## config.mk

```make
export PLATFORM = sky130hd
export DESIGN_NAME = lm_sm_sequencer
export DESIGN_NICKNAME = d
export VERILOG_FILES = /design/src/rtl/lm_sm_sequencer_pkg.sv /design/src/rtl/lm_sm_sequencer_lsb_enc.sv /design/src/rtl/lm_sm_sequencer.sv
export SDC_FILE = /design/constraint.sdc
export NUM_CORES = 1
export LEC_CHECK = 0
export BUFFER_PORTS_ARGS = -buffer_cell sky130_fd_sc_hd__buf_4
export CAP_MARGIN = 10
export CORE_UTILIZATION = 45
export CTS_BUF_LIST = sky130_fd_sc_hd__clkbuf_16
export CTS_CLUSTER_DIAMETER = 100
export DETAILED_ROUTE_END_ITERATION = 10
export PLACE_DENSITY = 0.85
export SLEW_MARGIN = 20
export SYNTH_ARGS = -nofsm -noshare
export SYNTH_HDL_FRONTEND = slang
export SYNTH_SLANG_ARGS = --single-unit
```

## constraint.sdc

```tcl
create_clock -name clk -period 2.4 [get_ports clk]
set_input_delay 0.72 -clock clk [delete_from_list [all_inputs] [get_ports clk]]
set_output_delay 0.72 -clock clk [all_outputs]
set_load 0.02 [all_outputs]
```

## src/rtl/lm_sm_sequencer_pkg.sv

```systemverilog
// Shared types and widths for the LM/SM multiple-transfer sequencer.
package lm_sm_sequencer_pkg;
  localparam int WORD_W    = 16;
  localparam int REG_AW    = 3;
  localparam int LIST_W    = 8;
  localparam int ADDR_STEP = 2;
  localparam int CNT_W     = 4;

  typedef enum logic [1:0] {
    ST_IDLE = 2'd0,
    ST_XFER = 2'd1,
    ST_DONE = 2'd2
  } state_e;
endpackage

```

## src/rtl/lm_sm_sequencer_lsb_enc.sv

```systemverilog
// Lowest-set-bit priority encoder: index of the lowest 1 in list_i, vld_o when any bit set.
module lsb_priority_enc
  import lm_sm_sequencer_pkg::*;
(
  input  logic [LIST_W-1:0] list_i,
  output logic [REG_AW-1:0] idx_o,
  output logic              vld_o
);
  always_comb begin
    idx_o = '0;
    vld_o = |list_i;
    // Descending scan so the lowest set bit wins the last assignment.
    for (int i = LIST_W - 1; i >= 0; i--) begin
      if (list_i[i]) idx_o = REG_AW'(i);
    end
  end
endmodule

```

## src/rtl/lm_sm_sequencer.sv

```systemverilog
// LM/SM sequencer: walks a register list, one register<->memory transfer per cycle.
module lm_sm_sequencer
  import lm_sm_sequencer_pkg::*;
(
  input  logic              clk,
  input  logic              rst,
  input  logic              start,
  input  logic              is_load,
  input  logic [LIST_W-1:0] reg_list,
  input  logic [WORD_W-1:0] base_addr,
  input  logic              flush,
  input  logic [WORD_W-1:0] mem_rdata,
  input  logic [WORD_W-1:0] reg_rdata,
  output logic [REG_AW-1:0] reg_addr,
  output logic              reg_we,
  output logic [WORD_W-1:0] reg_wdata,
  output logic [WORD_W-1:0] mem_addr,
  output logic              mem_re,
  output logic              mem_we,
  output logic [WORD_W-1:0] mem_wdata,
  output logic              busy,
  output logic              done,
  output logic [CNT_W-1:0]  xfer_count
);
  state_e            state_q, state_d;
  logic [LIST_W-1:0] list_q, list_d;
  logic [WORD_W-1:0] addr_q, addr_d;
  logic              load_q, load_d;
  logic [CNT_W-1:0]  cnt_q, cnt_d;
  logic [REG_AW-1:0] idx;
  logic              idx_vld;
  logic              xfer_act;

  lsb_priority_enc u_enc (
    .list_i (list_q),
    .idx_o  (idx),
    .vld_o  (idx_vld)
  );

  always_ff @(posedge clk) begin
    if (rst) begin
      state_q <= ST_IDLE;
      list_q  <= '0;
      addr_q  <= '0;
      load_q  <= 1'b0;
      cnt_q   <= '0;
    end else begin
      state_q <= state_d;
      list_q  <= list_d;
      addr_q  <= addr_d;
      load_q  <= load_d;
      cnt_q   <= cnt_d;
    end
  end

  always_comb begin
    state_d = state_q;
    list_d  = list_q;
    addr_d  = addr_q;
    load_d  = load_q;
    cnt_d   = cnt_q;
    case (state_q)
      ST_IDLE: begin
        if (start && !flush) begin
          list_d  = reg_list;
          addr_d  = base_addr;
          load_d  = is_load;
          cnt_d   = '0;
          state_d = (reg_list != '0) ? ST_XFER : ST_DONE;
        end
      end
      ST_XFER: begin
        if (flush) begin
          state_d = ST_IDLE;
        end else begin
          // Clear the lowest set bit; 16-bit wrap and bit0 fall out of the plain add.
          list_d  = list_q & (list_q - LIST_W'(1));
          addr_d  = addr_q + WORD_W'(ADDR_STEP);
          cnt_d   = cnt_q + CNT_W'(1);
          if (list_d == '0) state_d = ST_DONE;
        end
      end
      ST_DONE: state_d = ST_IDLE;
      default: state_d = ST_IDLE;
    endcase
  end

  always_comb begin
    xfer_act   = (state_q == ST_XFER) && idx_vld && !flush;
    reg_we     = xfer_act && load_q;
    mem_re     = xfer_act && load_q;
    mem_we     = xfer_act && !load_q;
    busy       = (state_q != ST_IDLE);
    done       = (state_q == ST_DONE);
    reg_addr   = idx;
    mem_addr   = addr_q;
    xfer_count = cnt_q;
  end

  assign reg_wdata = mem_rdata;
  assign mem_wdata = reg_rdata;
endmodule

```

Word level (Yosys, flattened, before mapping)
Index checks and enable logic that the tools add are counted.

cells by class
  $add $sub $neg = 3
  eq/ne operators = 5
  multiplexer cells = 22
  bitwise logic cells = 1
  reductions and logical operators = 16

operator list
  kind                   count
  $mux 16                2
  $pmux 16 s2            1
  $mux 3                 8
  $add 16x2->16 const B  1
  $mux 8                 2
  $pmux 8 s2             1
  $and 8x8->8            1
  $logic_not 8->1        1
  $mux 2                 4
  $mux 4                 2
  $pmux 4 s2             1
  $reduce_bool 8->1      1
  $reduce_or 8->1        1
  $sub 8x1->8 const B    1
  $logic_and 1x1->1      5
  $add 4x1->4 const B    1
  $ne 2x2->1 const B     2
  $pmux 2 s2             1
  $reduce_and 2->1       2
  $reduce_bool 2->1      2
  $ne 3x3->1 const B     1
  $reduce_and 3->1       1
  $eq 2x1->1 const B     1
  $eq 2x2->1 const B     1
  other kinds (2)        3

word-level totals
  register bits = 31
  input port bits = 61
  output and inout bits = 60
  word-level logic and storage cells = 52

Logic depth before layout (Yosys ltp)
  word-level depth = 8
  mapped depth = 7
  depth with buffers taken out = 5

By module
Synthesis repeated with hierarchy kept, for this count alone.

unflattened totals
  cells, all modules = 285
  area, all modules = 2129.5 um^2

modules (own cells, without submodules)
  module            times used  cells an instance  area each (um^2)  sequential area each (um^2)
  lm_sm_sequencer   1           272                2048.2            620.6
  lsb_priority_enc  1           13                 81.3              0.0

Worst setup path after synthesis
OpenSTA, ideal clock, no wires.

  path type = flip-flop to output port
  start point = reg state_q[1]
  end point = out mem_we
  arrival = 1.489 ns
  setup slack = 0.191 ns
  stages on the path, launching flop included = 5
  buffers on the path = 2
  cells stage by stage = dfxtp_1 -> nand2b_1 -> buf_2 -> buf_2 -> nor4_1

between the ends
  word-level cells in the longest chain between the ends = 4

ends and longest elaborated chain
  item                             line                   RTL
  from (decl)                      lm_sm_sequencer.sv:25  state_e state_q, state_d;
  from (signal assigned)           lm_sm_sequencer.sv:48  state_q <= state_d;
  $eq 2x1->1                       lm_sm_sequencer.sv:89  xfer_act = (state_q == ST_XFER) && idx_vld && !flush;
  $logic_and 1x1->1 (2 in series)  lm_sm_sequencer.sv:89
  $logic_and 1x1->1                lm_sm_sequencer.sv:92  mem_we = xfer_act && !load_q;
  to (decl)                        lm_sm_sequencer.sv:19  output logic mem_we,

No other way between the ends.

Worst setup path in the final report
  start point = reg list_q[3]
  end point = out reg_we

between the ends
  word-level cells in the longest chain between the ends = 4

ends and longest elaborated chain
  item                             line                           RTL
  from (decl)                      lm_sm_sequencer.sv:26          logic [LIST_W-1:0] list_q, list_d;
  from (signal assigned)           lm_sm_sequencer.sv:49          list_q <= list_d;
  $reduce_or 8->1                  lm_sm_sequencer_lsb_enc.sv:11  vld_o = |list_i;
  $logic_and 1x1->1 (2 in series)  lm_sm_sequencer.sv:89
  $logic_and 1x1->1                lm_sm_sequencer.sv:90          reg_we = xfer_act && load_q;
  to (decl)                        lm_sm_sequencer.sv:15          output logic reg_we,

No other way between the ends.

==> impl_metrics.csv <==
group,metric,value,unit
worst_setup_path,critPathCaptureType,"primary output",
synth,synth-edff-count,0,
global_routing,grt_pass1_wl,8990,um
outcome,status,"finished with violations",
synth,syn_nets,341,
worst_setup_path,cp.required,1680,ps
power_and_ir_drop,p_leak,0.977,nW
final_layout,drive_gt1_frac,0.277,
detailed_routing,wl_met2,2420,um
placed_design,placed_cell_area,0.00235,mm2
timing,rsz0062_at_grt,"no",
placed_design,dp.cells,340,
detailed_routing,wl_met3,484,um
placed_design,dpl.hpwl,3750,um
synth,synthCells,278,
timing,drv_slew,0,
flow_run,drv_cap,0,
worst_setup_path,startpoint_type,"flip-flop",
power_and_ir_drop,power.total,1.46,mW
hold_path,hold_end,"xfer_count[1]$_SDFFE_PP0P_",
worst_setup_path,path_class,"reg2out",
timing,period_minus_slack,2290,ps
detailed_routing,met1_length,2460,um
global_routing,grt_pass1_vias,1914,
die,core,0.00447,mm2
synth,async_reset_ff_frac,0,
final_layout,filler_cell_count,423,
placed_design,routabilityCongestion,0.880,
cts,postCtsSetupRepairBufs,0,
final_layout,seq_area,621,um2
timing,finClkSkew,6.39,ps
final_layout,multi_input_area,0.00118,mm2
timing,tightest_slew,608,ps
final_layout,syn2layout_area_growth,15.8,%
cts,cts.sinks,31,
die,die_area,0.00509,mm2
cts,cts_buffers,5,
timing,fin_crit_sh,0.954,
final_layout,fin_area,0.00250,mm2
die,start_util,0.483,
power_and_ir_drop,powerDensity,582,mW/mm2
worst_setup_path,ff2ff_path_depth,5,
detailed_routing,antenna_left,0,
synth,syn_area_per_cell,7.78,um2
detailed_routing,top_layer,"met4",
timing,slew_headroom,0.591,
detailed_routing,wirelength,5420,um
global_routing,antenna_found_initial,0,
worst_setup_path,path_max_fanout,8,
cts,cts_buffer_depth,2,
hold_path,hp-class,"reg2reg",
hold_path,hold_start,"xfer_count[1]$_SDFFE_PP0P_",
global_routing,grt_use_total,0.220,
timing,timing.hold.ws,504,ps
cts,cts_tree,"built",
outcome,violations,"DRC",
power_and_ir_drop,vdd_drop_max,388,uV
timing,fin_setup_tns,0,ps
global_routing,grt_max_degree,35,
die,die_w,71.3,um
synth,yosys_warnings,0,
detailed_routing,route.detailed.drc,12,
synth,ys_seq_area_frac,0.287,
synth,syn_area,0.00216,mm2
timing,setup_viol,0,
worst_setup_path,reg2reg_to,"mem_addr[9]$_SDFFE_PP0P_",
worst_setup_path,cp_data_arrival_time,1570,ps
cts,cts_root_buffer,"clkbuf_16",
cts,postCtsHoldBufs,0,
die,die_h,71.3,um
cts,insertion_delay,270,ps
worst_setup_path,r2r_setup_slack,630,ps
detailed_routing,vias,2085,
detailed_routing,viasPerCell,5.99,
final_layout,instances_no_fill,348,
cts,clk_pin_slew,50,ps
timing,max_freq,437,MHz
worst_setup_path,r2r_start,"state_q[0]$_SDFFE_PP0P_",
detailed_routing,drt_first_pass_iters,8,
final_layout,fin_nets,358,
cts,cts_max_level,2,
synth,ys_ff_latch,31,
placed_design,io_buffers,56,
die,rows,24,
global_routing,gr-total-overflow,0,
synth,synth_cell_types,55,
detailed_routing,wire_per_inst,15.6,um
detailed_routing,drtIter0Drc,188,
final_layout,diodes,0,
timing,hold_viol,0,
synth,synth_ff_type,"dfxtp_1",
hold_path,whs_path_depth,2,
die,pin_count,121,
cells by family (layout without fill, tap and decap cells):
| kind of cell | count (synthesis) | count (layout) | synth area share |
|---|---|---|---|
| AOI/OAI and AO/OA | 78 | 78 | 0.245 |
| adders and majority gates | 2 | 2 | 0.0116 |
| and+or+nand+nor | 106 | 106 | 0.265 |
| DFF | 31 | 31 | 0.287 |
| buffers and inverters | 57 | 75 | 0.174 |
| muxes | 2 | 2 | 0.00926 |
| xor gates and xnor gates | 2 | 2 | 0.00810 |
registers in the layout, summed over array words and instances (netlist names):
| signal | count |
|---|---|
| mem_addr | 16 |
| list_q | 8 |
| xfer_count | 4 |
| state_q | 2 |
| load_q | 1 |
metrics by stage:
step / utilization / worst slack, ps
after global routing: 0.560 / 4.82
after floorplan: - / 191
after CTS: 0.558 / 77.6
final: 0.560 / 110
after global placement: 0.526 / 277
after detailed placement: 0.526 / 264
area by class of cell:
cell class / instances / area share
clock buffers: 5 / 0.0500
clock inverters: 3 / 0.00450
inverters: 4 / 0.00600
multi-input cells: 190 / 0.472
flip-flops and latches: 31 / 0.248
well taps: 52 / 0.0260
repair buffers: 63 / 0.194
worst max-delay path, cell delays in order (launching register included):
cell	delay [ps]
dfxtp_1	390
nor4_4	350
and3_1	210
and3b_1	190
buf_4	150
worst max path at each step:
| stage | to | slack [ps] | depth (start not counted) | startpoint |
|---|---|---|---|---|
| finish | reg_we | 110 | 4 | list_q[3]$_SDFFE_PP0P_ |
| global route | reg_we | 5 | 4 | list_q[0]$_SDFFE_PP0P_ |
| CTS | reg_we | 80 | 4 | list_q[3]$_SDFFE_PP0P_ |
| detailed placement | reg_we | 260 | 4 | list_q[0]$_SDFFE_PP0P_ |
| global placement | reg_we | 280 | 4 | list_q[0]$_SDFFE_PP0P_ |
| floorplan | mem_we | 190 | 4 | state_q[1]$_SDFFE_PP0P_ |
repair_timing:
item / CTS / global route
cloned: 0 / 0
setup endpoints to repair: 2 / 2
gates resized for setup: 1 / 1
hold endpoints to repair: 0 / 0
layer usage:
layer / global-route usage / up-vias
met4: 0.0844 / 0
met5: 0 / -
li1: - / 1028
met1: 0.293 / 949
met3: 0.0661 / 8
met2: 0.334 / 100
power by group:
group          total, mW  internal, mW  switching [mW]
Sequential         0.582         0.542          0.0401
Clock              0.585         0.372           0.213
Combinational      0.289         0.135           0.155
Total               1.46          1.05           0.408
cells in the mapped netlist (2+ instances only):
cell type | number | area [um2]
nand3_1 | 9 | 45.0
nor4b_1 | 2 | 17.5
clkbuf_1 | 4 | 15.0
or2_2 | 2 | 12.5
a311oi_2 | 2 | 30.0
buf_6 | 3 | 33.8
dfxtp_1 | 31 | 621
nor4_1 | 7 | 43.8
nand2_1 | 21 | 78.8
or4_1 | 4 | 30.0
o21ai_1 | 14 | 70.1
a22oi_1 | 2 | 15.0
and3_1 | 4 | 25.0
a31o_2 | 2 | 17.5
mux2i_1 | 2 | 20.0
ha_1 | 2 | 25.0
and2_1 | 6 | 37.5
nand2b_1 | 5 | 31.3
xor2_1 | 2 | 17.5
o21ai_0 | 4 | 20.0
o31a_1 | 2 | 17.5
a21oi_1 | 24 | 120
a211oi_1 | 2 | 15.0
nor2_1 | 18 | 67.6
o31ai_1 | 3 | 22.5
a31oi_1 | 5 | 31.3
inv_1 | 4 | 15.0
a211oi_2 | 4 | 50.1
buf_4 | 33 | 248
nor2b_1 | 2 | 12.5
nand4_1 | 8 | 50.1
buf_2 | 12 | 60.1
nor3_1 | 11 | 55.1
layout by cell type, fill, tap and decap left out, drive strengths merged, types with 3 or more instances in the layout:
cell    netlist  final
buf          49     63
dfxtp        31     31
a21oi        24     24
nand2        21     21
nor2         18     18
o21ai        18     18
nor3         12     12
nand3         9      9
nand4         8      8
nor4          7      7
and2          6      6
a211oi        6      6
inv           4      5
nand2b        5      5
a31oi         5      5
clkbuf        4      5
and3          4      4
or4           4      4
o31ai         3      3
or2           3      3
nor4b         3      3
Power figures use the tool's default switching activity.
